[src/rtl/input_conditioner_channel.sv]
// One input bit: N-stage synchroniser, debounce filter, rise/fall strobes and
// a minimum-hold detector on the accepted level.
module input_conditioner_channel #(
    parameter int SYNC_STAGES     = 2,
    parameter int DEBOUNCE_CYCLES = 250000,
    parameter int HOLD_CYCLES     = 5000000,
    parameter bit INVERT          = 1'b0
) (
    input  logic i_clk,
    input  logic i_rst_n,
    input  logic i_pin,
    output logic o_level,
    output logic o_rise_stb,
    output logic o_fall_stb,
    output logic o_hold,
    output logic o_hold_stb
);

    localparam int DB_W   = $clog2(DEBOUNCE_CYCLES + 1);
    localparam int HOLD_W = $clog2(HOLD_CYCLES + 1);
    localparam logic [DB_W-1:0]   DB_LAST  = DB_W'(DEBOUNCE_CYCLES - 1);
    localparam logic [HOLD_W-1:0] HOLD_MAX = HOLD_W'(HOLD_CYCLES);
    localparam logic [HOLD_W-1:0] HOLD_PRE = HOLD_W'(HOLD_CYCLES - 1);

    logic [SYNC_STAGES-1:0] sync_q;
    logic [DB_W-1:0]        db_cnt;
    logic [HOLD_W-1:0]      hold_cnt;
    logic                   x;
    logic                   accept;

    // Sync flops reset to the inactive pin level so the corrected level starts at 0.
    assign x      = sync_q[SYNC_STAGES-1] ^ INVERT;
    assign accept = (x != o_level) && (db_cnt == DB_LAST);
    assign o_hold = (hold_cnt == HOLD_MAX);

    always_ff @(posedge i_clk) begin
        if (!i_rst_n) begin
            sync_q     <= {SYNC_STAGES{INVERT}};
            db_cnt     <= '0;
            o_level    <= 1'b0;
            o_rise_stb <= 1'b0;
            o_fall_stb <= 1'b0;
            hold_cnt   <= '0;
            o_hold_stb <= 1'b0;
        end else begin
            sync_q <= {sync_q[SYNC_STAGES-2:0], i_pin};

            if (x == o_level || accept) begin
                db_cnt <= '0;
            end else begin
                db_cnt <= db_cnt + DB_W'(1);
            end

            if (accept) begin
                o_level <= x;
            end
            o_rise_stb <= accept & x;
            o_fall_stb <= accept & ~x;

            // Clearing on the falling accept drops o_hold together with o_level.
            if (!o_level || accept) begin
                hold_cnt <= '0;
            end else if (hold_cnt != HOLD_MAX) begin
                hold_cnt <= hold_cnt + HOLD_W'(1);
            end
            o_hold_stb <= o_level && !accept && (hold_cnt == HOLD_PRE);
        end
    end

endmodule

[src/rtl/input_conditioner.sv]
// Board input front end: per-channel conditioning plus a stretched,
// maskable CPU reset request driven by channel rise/hold strobes.
module input_conditioner #(
    parameter int                CHANNELS         = 8,
    parameter int                SYNC_STAGES      = 2,
    parameter int                DEBOUNCE_CYCLES  = 250000,
    parameter int                HOLD_CYCLES      = 5000000,
    parameter logic [CHANNELS-1:0] INVERT_MASK    = '0,
    parameter logic [CHANNELS-1:0] RST_EDGE_MASK  = '0,
    parameter logic [CHANNELS-1:0] RST_HOLD_MASK  = '0,
    parameter int                RST_PULSE_CYCLES = 16
) (
    input  logic                i_clk,
    input  logic                i_rst_n,
    input  logic [CHANNELS-1:0] i_in,
    output logic [CHANNELS-1:0] o_level,
    output logic [CHANNELS-1:0] o_rise_stb,
    output logic [CHANNELS-1:0] o_fall_stb,
    output logic [CHANNELS-1:0] o_hold,
    output logic [CHANNELS-1:0] o_hold_stb,
    output logic                o_rst_req
);

    localparam int RST_W = $clog2(RST_PULSE_CYCLES + 1);
    localparam logic [RST_W-1:0] RST_LEN = RST_W'(RST_PULSE_CYCLES);

    logic [RST_W-1:0] rst_cnt;
    logic             trig;

    for (genvar i = 0; i < CHANNELS; i++) begin : g_chan
        input_conditioner_channel #(
            .SYNC_STAGES     (SYNC_STAGES),
            .DEBOUNCE_CYCLES (DEBOUNCE_CYCLES),
            .HOLD_CYCLES     (HOLD_CYCLES),
            .INVERT          (INVERT_MASK[i])
        ) u_chan (
            .i_clk      (i_clk),
            .i_rst_n    (i_rst_n),
            .i_pin      (i_in[i]),
            .o_level    (o_level[i]),
            .o_rise_stb (o_rise_stb[i]),
            .o_fall_stb (o_fall_stb[i]),
            .o_hold     (o_hold[i]),
            .o_hold_stb (o_hold_stb[i])
        );
    end

    // Any number of simultaneous channel triggers collapses into one reload.
    assign trig      = |((o_rise_stb & RST_EDGE_MASK) | (o_hold_stb & RST_HOLD_MASK));
    assign o_rst_req = (rst_cnt != '0);

    always_ff @(posedge i_clk) begin
        if (!i_rst_n) begin
            rst_cnt <= '0;
        end else if (trig) begin
            rst_cnt <= RST_LEN;
        end else if (rst_cnt != '0) begin
            rst_cnt <= rst_cnt - RST_W'(1);
        end
    end

endmodule
[config.mk]
export PLATFORM = sky130hd
export DESIGN_NAME = input_conditioner
export DESIGN_NICKNAME = d
export VERILOG_FILES = /design/src/rtl/input_conditioner_channel.sv /design/src/rtl/input_conditioner.sv
export SDC_FILE = /design/constraint.sdc
export NUM_CORES = 1
export LEC_CHECK = 0
export BUFFER_PORTS_ARGS = -buffer_cell sky130_fd_sc_hd__buf_2
export CAP_MARGIN = 20
export CORE_ASPECT_RATIO = 2
export CORE_MARGIN = 5
export CORE_UTILIZATION = 35
export DETAILED_ROUTE_END_ITERATION = 16
export GPL_ROUTABILITY_DRIVEN = 0
export SYNTH_ARGS = -nofsm -noshare
export SYNTH_HDL_FRONTEND = slang
export SYNTH_SLANG_ARGS = --single-unit
[constraint.sdc]
create_clock -name i_clk -period 2.15 [get_ports i_clk]
set_clock_uncertainty 0.1 [all_clocks]
set_input_delay 0.215 -clock i_clk [delete_from_list [all_inputs] [get_ports i_clk]]
set_output_delay 0.215 -clock i_clk [all_outputs]
set_load 0.01 [all_outputs]
==> impl_results.rst, run 1 <==
.. list-table::
   :header-rows: 1

   * - Metric
     - Value
   * - Status
     - finished with violations
   * - Failing checks
     - negative setup slack
   * - Sw frac
     - 21.69%
   * - Cell at the root of the clock tree
     - sky130_fd_sc_hd__clkbuf_16
   * - Commonest non-fill, non-tap cell in the layout
     - sky130_fd_sc_hd__dfxtp_1
   * - Cells along the critical path
     - or4_4 > or4_4 > nor2_4 > buf_6
   * - Die height
     - 326.2 µm
   * - Cell family with the largest share of critical-path delay
     - simple AND/OR/NAND/NOR gates
   * - Final critical path time including I/O delays and setup
     - about 2500 ps
   * - Switching Power
     - approximately 3.1 mW
   * - Max frequency
     - 403.2 MHz
   * - Worst slew slack as a fraction of its limit
     - approximately 54%
   * - Number of enable flip-flop cells after synthesis
     - 0
   * - DRT iter0 DRCs
     - 653
   * - Total power after layout
     - around 14 mW
   * - Clock network power share
     - 46.9%
   * - Length of the first detailed-routing pass in iterations
     - 6
   * - Non-filler instance count after layout
     - 2,840
   * - Count of buffering cells on the critical path with inverters included
     - 1
   * - Initial cell density of the core
     - 35.16%
   * - Filler cell count
     - 4,864
   * - #FFs+latches synth
     - 381
   * - Static leakage
     - 6.588 nW
   * - Final clock period utilization by the worst path
     - 115.4%
   * - Worst endpoint data arrival time
     - 2170 ps
   * - Reg-to-reg setup timing slack
     - -160 ps
   * - Nets in the synthesized netlist
     - a little over 2k
   * - Antenna violations before repair
     - 0
   * - Setup TNS
     - -3303 ps
   * - CTS tree
     - built
   * - Global-route wire length before repair
     - 67,650 µm
   * - Syn Std Cell Area
     - 17,500 µm²
   * - Count of antenna-violating nets left after detailed routing
     - 0
   * - H-tree depth
     - 2
   * - Rows
     - 116
   * - Final setup vio count
     - slightly above 40
   * - Port-buffer cells
     - 50
   * - Power share of the combinational group
     - under 10%
   * - Number of unique standard cell types used by synthesis
     - 60
   * - Start-to-end type of the worst setup path
     - reg -> out
   * - Clk pin slew, worst setup/hold paths
     - 60 ps
   * - Prevailing post-synth register cell
     - sky130_fd_sc_hd__dfxtp_1
   * - Cell with the most instances on the worst path
     - sky130_fd_sc_hd__or4_4
   * - Die Span X
     - around 170 µm
   * - Tot GR Track Use
     - 14.24%
   * - Final standard cell area without fillers
     - roughly 21,000 µm²
   * - Kind of capture point of the worst setup path
     - output port
   * - Sinks on Clock Net
     - 381
   * - DRT Wirelength
     - 40,470 µm
   * - Power Internal
     - approximately 11 mW
   * - CP max-delay cell
     - sky130_fd_sc_hd__or4_4
   * - Total global routing overflow
     - 0
   * - Maximum number of pins on one net before global-route repair
     - 25
   * - Number of DRC violations after detailed routing
     - 0
   * - Fraction of layout instances using a drive strength above 1
     - 16.89%
   * - Area of the multi-input gates
     - 9565 µm²
   * - Register Area
     - 7674 µm²
   * - Wire per inst
     - 14.25 µm
   * - Fraction of synthesis flops using an asynchronous set or reset pin
     - 0%
   * - Power share of the sequential group
     - 49.9%
   * - Maximum vdd drop
     - ~0.00056 V
   * - I/O Pins
     - 51
   * - Fraction of the yosys area taken by sequential cells
     - 43.58%
   * - Setup crit start kind
     - flip-flop
   * - Routed vias
     - 14.96k
   * - Die footprint
     - 54,850 µm²
   * - Maximum fanout along the worst path
     - 4
   * - Most frequent cells in the layout
     - sky130_fd_sc_hd__dfxtp_1 (352), sky130_fd_sc_hd__nor2_1 (240), sky130_fd_sc_hd__nand3_1 (131)
   * - Power density cells
     - between 600 and 700 nW/µm²
   * - Clock buffers created by TritonCTS
     - 38
   * - Area overhead of the layout relative to synthesis
     - 20.80%
   * - Post-detailed-placement half-perimeter wirelength
     - roughly 28,000 µm
   * - Req. time, crit path
     - 1840 ps
   * - Final Hold Violating Endpoints
     - 0
   * - Cell area reported after detailed placement
     - 19,000 µm²
   * - Pins Over Slew Limit
     - 0
   * - Number of global-route vias before repair
     - between 10k and 15k
   * - Mean number of vias per cell
     - 5.268
   * - Core area
     - approximately 50,000 µm²
   * - Max clock buf depth
     - 3
   * - PnR worst setup slack
     - -330.2 ps
   * - RSZ-0062 raised after global routing
     - true
   * - Net count, final
     - about 2.2k
   * - Gate count after technology mapping
     - a little over 2k
   * - Number of warnings printed during yosys synthesis
     - 0
   * - Clock latency on the worst-skew pair
     - 540 ps
   * - Transition time at the pin with the least slew margin
     - 689.8 ps
   * - MaxCap Viol Count
     - 0
   * - Count of placed standard cells including taps
     - 2,734
   * - Syn Area/Cell
     - 8.626 µm²
   * - Min Hold Slack
     - 313.1 ps
   * - Class of the worst hold path
     - in -> reg
   * - Peak per-stage delay on the critical path
     - approximately 540 ps
-- worst reg2reg max path: cells and delay by family, from the launching register on --
family,cells,cell delay (ps)
flip-flops,1,320
AO/OA/AOI/OAI,2,380
AND/OR/NAND/NOR,2,1090
buffers and inverters,2,310
-- registers in the layout (all words and copies together) (netlist names) --
name and count:
rst_cnt 5, g_chan.u_chan.o_hold_stb 8, g_chan.u_chan.o_fall_stb 8, g_chan.u_chan.hold_cnt 184, g_chan.u_chan.o_level 8, g_chan.u_chan.o_rise_stb 8, g_chan.u_chan.db_cnt 144, g_chan.u_chan.sync_q 16
-- kinds of logic after synthesis --
kind of cell / synth area share (%)
adders and majority gates: 1.787
AOI/OAI and AO/OA: 8.493
buffers and inverters: 5.004
DFF: 43.58
xor gates and xnor gates: 10.56
and+or+nand+nor: 30.52
muxes: 0.05719
-- power groups by stage --
stage               registers, mW  clock network, mW  logic, mW
floorplan                    7.30                  0      0.214
global placement             7.31                  0      0.280
detailed placement           7.32                  0      0.296
CTS                          7.16               7.02      0.449
global route                 7.16               7.24      0.504
finish                       7.16               6.73      0.450
-- path summary, 6_finish.rpt --
kind,from,to,depth (start not counted)
max reg2reg,g_chan[0].u_chan.db_cnt[6]$_SDFF_PP0_,g_chan[0].u_chan.hold_cnt[2]$_SDFFE_PP0N_,6
min reg2reg,g_chan[1].u_chan.sync_q[0]$_SDFF_PN0_,g_chan[1].u_chan.sync_q[1]$_SDFF_PN0_,1
min,i_in[5],g_chan[5].u_chan.sync_q[0]$_SDFF_PN0_,3
max,g_chan[0].u_chan.hold_cnt[5]$_SDFFE_PP0N_,o_hold[0],4
-- cell type report --
class	count	area share [%]
Clock buffer	53	5.101
Sequential cell	381	36.30
Timing Repair Buffer	197	7.368
Inverter	77	1.367
Clock inverter	15	0.7694
Antenna cell	1	0.01184
Multi-Input combinational cell	1467	45.24
Tap cell	649	3.841
-- what timing repair did --
action                                  in CTS  in global routing
hold buffers                                 9                  0
cloned                                       4                  0
setup buffers                               28                  6
hold endpoints to repair                     9                  0
resized for setup                           62                 84
pin swaps                                   31                 31
endpoints found under the setup margin      36                 60
-- through the flow --
stage,utilization (%),setup WS [ps]
after floorplan,-,-12.13
after global placement,38.17,-17.45
after detailed placement,38.17,-45.40
after CTS,42.00,-369.4
after global routing,42.46,-376.0
final,42.47,-330.2
-- cells in the mapped netlist (3+ instances only) --
cell / instances / area share (%)
sky130_fd_sc_hd__ha_1: 25 / 1.8
sky130_fd_sc_hd__nand3_1: 133 / 3.8
sky130_fd_sc_hd__nor2b_1: 8 / 0.29
sky130_fd_sc_hd__or2_2: 9 / 0.32
sky130_fd_sc_hd__and4_1: 39 / 2.0
sky130_fd_sc_hd__nor2_1: 255 / 5.5
sky130_fd_sc_hd__or3_1: 67 / 2.4
sky130_fd_sc_hd__o21a_1: 7 / 0.30
sky130_fd_sc_hd__xnor2_1: 117 / 5.9
sky130_fd_sc_hd__or4_1: 41 / 1.8
sky130_fd_sc_hd__and3_1: 42 / 1.5
sky130_fd_sc_hd__inv_1: 77 / 1.7
sky130_fd_sc_hd__nand4_1: 92 / 3.3
sky130_fd_sc_hd__nor4b_1: 27 / 1.4
sky130_fd_sc_hd__nor4bb_1: 4 / 0.23
sky130_fd_sc_hd__o31ai_1: 31 / 1.3
sky130_fd_sc_hd__buf_4: 41 / 1.8
sky130_fd_sc_hd__nand2_1: 83 / 1.8
sky130_fd_sc_hd__nor4_1: 67 / 2.4
sky130_fd_sc_hd__and2_1: 23 / 0.82
sky130_fd_sc_hd__buf_6: 3 / 0.19
sky130_fd_sc_hd__nor3b_1: 5 / 0.21
sky130_fd_sc_hd__dfxtp_1: 381 / 44
sky130_fd_sc_hd__buf_2: 7 / 0.20
sky130_fd_sc_hd__o21bai_1: 4 / 0.17
sky130_fd_sc_hd__xor2_1: 94 / 4.7
sky130_fd_sc_hd__clkbuf_1: 50 / 1.1
sky130_fd_sc_hd__nor3_1: 57 / 1.6
sky130_fd_sc_hd__nand2b_1: 9 / 0.32
sky130_fd_sc_hd__a21oi_1: 112 / 3.2
sky130_fd_sc_hd__o21ai_0: 73 / 2.1
sky130_fd_sc_hd__o311ai_1: 5 / 0.25
sky130_fd_sc_hd__and4b_1: 3 / 0.17
-- routing by layer --
layer | vias to the layer above | track usage (%) | share of wire, %
met5 | - | 0 | 0
met4 | 0 | 6.216 | 3.8
met3 | 109 | 1.974 | 2.9
met2 | 200 | 28.68 | 55
met1 | 7162 | 14.03 | 38
li1 | 7491 | - | -
Power figures use the tool's default switching activity.
==> run 2, diff against run 1 <==
- CORE_MARGIN: 5 -> 10
==> run 2 against run 1 <==
Effect of this change: the run still ends with negative setup slack left; non-clock buffer count increased by 4; combinational power increased by 4.7%; critical path depth is the same; worst setup slack better by 0.90 ps; clock-buffer cell count fell by 2; highest routed layer is now met5.
==> impl_results.rst, run 2 (same netlist as run 1, synthesis figures left out) <==
.. list-table::
   :header-rows: 1

   * - Metric
     - Value
   * - Register with the most flip-flops
     - g_chan.u_chan.hold_cnt (unchanged)
   * - Power share of the combinational group
     - 3.3% (was 3.1%)
   * - Static leakage
     - 6.596 nW (was 6.588 nW)
   * - R2r startpoint
     - g_chan[0].u_chan.db_cnt[4]$_SDFF_PP0_ (was g_chan[0].u_chan.db_cnt[6]$_SDFF_PP0_)
   * - Status
     - finished with violations (unchanged)
   * - CTS tree
     - built (unchanged)
   * - Final clock period utilization by the worst path
     - 115.3% (was 115.4%)
   * - DRT Wirelength
     - 41,150 µm (was 40,470 µm)
   * - Cells along the critical path
     - or4_4 > or4_4 > nor2_2 > buf_2 (was or4_4 > or4_4 > nor2_4 > buf_6)
   * - Die footprint
     - 59,890 µm² (was 54,850 µm²)
   * - Area overhead of the layout relative to synthesis
     - 20.82% (was 20.80%)
   * - Total global routing overflow
     - 0 (unchanged)
   * - Depth of the most critical reg-to-reg path
     - 6 (unchanged)
   * - Cell at the root of the clock tree
     - sky130_fd_sc_hd__clkbuf_16 (unchanged)
   * - Power share of the sequential group
     - 49.7% (was 49.9%)
   * - Tot GR Track Use
     - 13.58% (was 14.24%)
   * - Worst endpoint data arrival time
     - 2160 ps (was 2170 ps)
   * - Antenna violations before repair
     - 1 (was 0)
   * - Filler cell count
     - 4,772 (was 4,864)
   * - Transition time at the pin with the least slew margin
     - 622.9 ps (was 689.8 ps)
   * - Final Hold Violating Endpoints
     - 0 (unchanged)
   * - Worst slew slack as a fraction of its limit
     - 58.43% (was 53.96%)
   * - I/O Pins
     - 51 (unchanged)
   * - Worst Hold Depth
     - 3 (unchanged)
   * - Final standard cell area without fillers
     - 21,150 µm² (was 21,140 µm²)
   * - Setup crit start kind
     - flip-flop (unchanged)
   * - Clock latency on the worst-skew pair
     - 540 ps (about the same)
   * - Maximum number of pins on one net before global-route repair
     - 25 (unchanged)
   * - Clk pin slew, worst setup/hold paths
     - 70 ps (was 60 ps)
   * - Peak per-stage delay on the critical path
     - 530 ps (was 540 ps)
   * - Power Internal
     - 11.25 mW (was 11.23 mW)
   * - DRT iter0 DRCs
     - 588 (was 653)
   * - Number of global-route vias before repair
     - 15.13k (was 14.78k)
   * - Register Area
     - 7677 µm² (was 7674 µm²)
   * - Die Span X
     - 178.1 µm (was 168.1 µm)
   * - Max reg flops
     - 184 (unchanged)
   * - R2R Path End
     - g_chan[0].u_chan.hold_cnt[18]$_SDFFE_PP0N_ (was g_chan[0].u_chan.hold_cnt[2]$_SDFFE_PP0N_)
   * - Start point of the worst hold path
     - i_rst_n (was i_in[5])
   * - CP max-delay cell
     - sky130_fd_sc_hd__or4_4 (unchanged)
   * - Non-filler instance count after layout
     - 2,838 (was 2,840)
   * - Die height
     - 336.2 µm (was 326.2 µm)
   * - Initial cell density of the core
     - 35.46% (was 35.16%)
   * - Start-to-end type of the worst setup path
     - reg -> out (unchanged)
   * - Core area
     - 49,350 µm² (was 49,780 µm²)
   * - Wire per inst
     - 14.50 µm (was 14.25 µm)
   * - Maximum vdd drop
     - 0.0005966 V (was 0.0005570 V)
   * - Global-route wire length before repair
     - 69,450 µm (was 67,650 µm)
   * - Kind of capture point of the worst setup path
     - output port (unchanged)
   * - Count of antenna-violating nets left after detailed routing
     - 0 (unchanged)
   * - Fraction of layout instances using a drive strength above 1
     - 17.31% (was 16.89%)
   * - Number of DRC violations after detailed routing
     - 0 (unchanged)
   * - H-tree depth
     - 2 (unchanged)
   * - Port-buffer cells
     - 50 (unchanged)
   * - Area of the multi-input gates
     - 9525 µm² (was 9565 µm²)
   * - Net count, final
     - 2,201 (was 2,197)
   * - Cell with the most instances on the worst path
     - sky130_fd_sc_hd__or4_4 (unchanged)
   * - Max clock buf depth
     - 3 (unchanged)
   * - Count of buffering cells on the critical path with inverters included
     - 1 (unchanged)
   * - Commonest non-fill, non-tap cell in the layout
     - sky130_fd_sc_hd__dfxtp_1 (unchanged)
   * - Class of the worst hold path
     - in -> reg (unchanged)
   * - Mean number of vias per cell
     - 5.279 (was 5.268)
   * - Sinks on Clock Net
     - 381 (unchanged)
   * - Rows
     - 115 (was 116)
   * - Diodes inserted
     - 0 (was 1)
   * - Clock buffers created by TritonCTS
     - 38 (unchanged)
   * - Post-detailed-placement half-perimeter wirelength
     - 28,940 µm (was 28,160 µm)
   * - Most frequent cells in the layout
     - sky130_fd_sc_hd__dfxtp_1 (351), sky130_fd_sc_hd__nor2_1 (244), sky130_fd_sc_hd__nand3_1 (130) (was sky130_fd_sc_hd__dfxtp_1 (352), sky130_fd_sc_hd__nor2_1 (240), sky130_fd_sc_hd__nand3_1 (131))
   * - Regs by FF count
     - g_chan.u_chan.hold_cnt (184), g_chan.u_chan.db_cnt (144), g_chan.u_chan.sync_q (16) (unchanged)
   * - Length of the first detailed-routing pass in iterations
     - 5 (was 6)
   * - PnR worst setup slack
     - -329.3 ps (was -330.2 ps)
   * - Clock network power share
     - 47.0% (was 46.9%)
   * - Cell area reported after detailed placement
     - 18,990 µm² (was 19,000 µm²)
   * - Final setup vio count
     - 24 (was 41)
   * - Reg-to-reg setup timing slack
     - -180 ps (was -160 ps)
   * - Final critical path time including I/O delays and setup
     - 2479 ps (was 2480 ps)
   * - Cell family with the largest share of critical-path delay
     - simple AND/OR/NAND/NOR gates (unchanged)
   * - Switching Power
     - 3.135 mW (was 3.110 mW)
   * - Setup TNS
     - -3679 ps (was -3303 ps)
   * - Min Hold Slack
     - 25.71 ps (was 313.1 ps)
   * - Req. time, crit path
     - 1840 ps (about the same)
   * - Pins Over Slew Limit
     - 0 (unchanged)
   * - Failing checks
     - negative setup slack (unchanged)
   * - MaxCap Viol Count
     - 0 (unchanged)
   * - Count of placed standard cells including taps
     - 2,730 (was 2,734)
   * - Maximum fanout along the worst path
     - 3 (was 4)
   * - Sw frac
     - 21.79% (was 21.69%)
   * - Routed vias
     - 14.98k (was 14.96k)
   * - RSZ-0062 raised after global routing
     - true (unchanged)
   * - Max frequency
     - 403.3 MHz (was 403.2 MHz)
   * - Power density cells
     - 680.4 nW/µm² (was 678.2 nW/µm²)
   * - Sink of the worst hold path
     - g_chan[1].u_chan.o_hold_stb$_SDFF_PN0_ (was g_chan[5].u_chan.sync_q[0]$_SDFF_PN0_)
## run 2: per-layer routing
metal	global-route usage [%]	wire (µm)
met1	13.28	15520
met2	26.79	22890
met4	6.161	1530
met5	0	12
met3	2.088	1191
## run 2: worst max-delay path by stage
stage	startpoint	to	slack, ps	depth (start not counted)
floorplan	g_chan[0].u_chan.db_cnt[9]$_SDFF_PP0_	g_chan[0].u_chan.hold_cnt[21]$_SDFFE_PP0N_	-10	5
global placement	g_chan[0].u_chan.db_cnt[9]$_SDFF_PP0_	g_chan[0].u_chan.o_hold_stb$_SDFF_PN0_	-10	5
detailed placement	g_chan[0].u_chan.db_cnt[9]$_SDFF_PP0_	g_chan[0].u_chan.o_hold_stb$_SDFF_PN0_	-8	5
CTS	g_chan[0].u_chan.hold_cnt[10]$_SDFFE_PP0N_	o_hold[0]	-370	4
global route	g_chan[0].u_chan.hold_cnt[2]$_SDFFE_PP0N_	o_hold[0]	-380	4
finish	g_chan[0].u_chan.hold_cnt[2]$_SDFFE_PP0N_	o_hold[0]	-330	4
## run 2: area by class of cell
class / instances / share of cell area [%]
well taps: 643 / 3.805
inverters: 77 / 1.367
flip-flops and latches: 381 / 36.31
clock inverters: 18 / 0.7160
multi-input cells: 1467 / 45.05
repair buffers: 201 / 7.491
clock buffers: 51 / 5.266
## run 2: through the flow
step                      setup slack (ps)  total power, mW  util [%]
after floorplan                     -12.13            7.519         -
after global placement              -12.20            7.614     38.47
after CTS                           -371.0            14.68     42.10
final                               -329.3            14.39     42.84
after detailed placement            -7.563            7.628     38.47
after global routing                -383.5            14.99     42.84
## run 2: what timing repair did
action | 4_1_cts | 5_1_grt
gates resized for setup | 59 | 76
hold buffers | 9 | 0
setup buffers | 18 | 11
cloned | 1 | 2
hold endpoints to repair | 8 | 0
endpoints found under the setup margin | 19 | 63
pin swaps | 20 | 37
## run 2: tightest hold or removal path: stages
cell and delay (ps):
sky130_fd_sc_hd__buf_2 170, sky130_fd_sc_hd__o311ai_2 130, sky130_fd_sc_hd__nor4_2 80
## run 2: power by group through the flow
stage | clock network [mW] | registers [mW] | logic (mW)
after floorplan | 0 | 7.30 | 0.214
after global placement | 0 | 7.31 | 0.300
after detailed placement | 0 | 7.32 | 0.312
after CTS | 7.05 | 7.15 | 0.475
after global routing | 7.31 | 7.16 | 0.523
final | 6.76 | 7.16 | 0.471
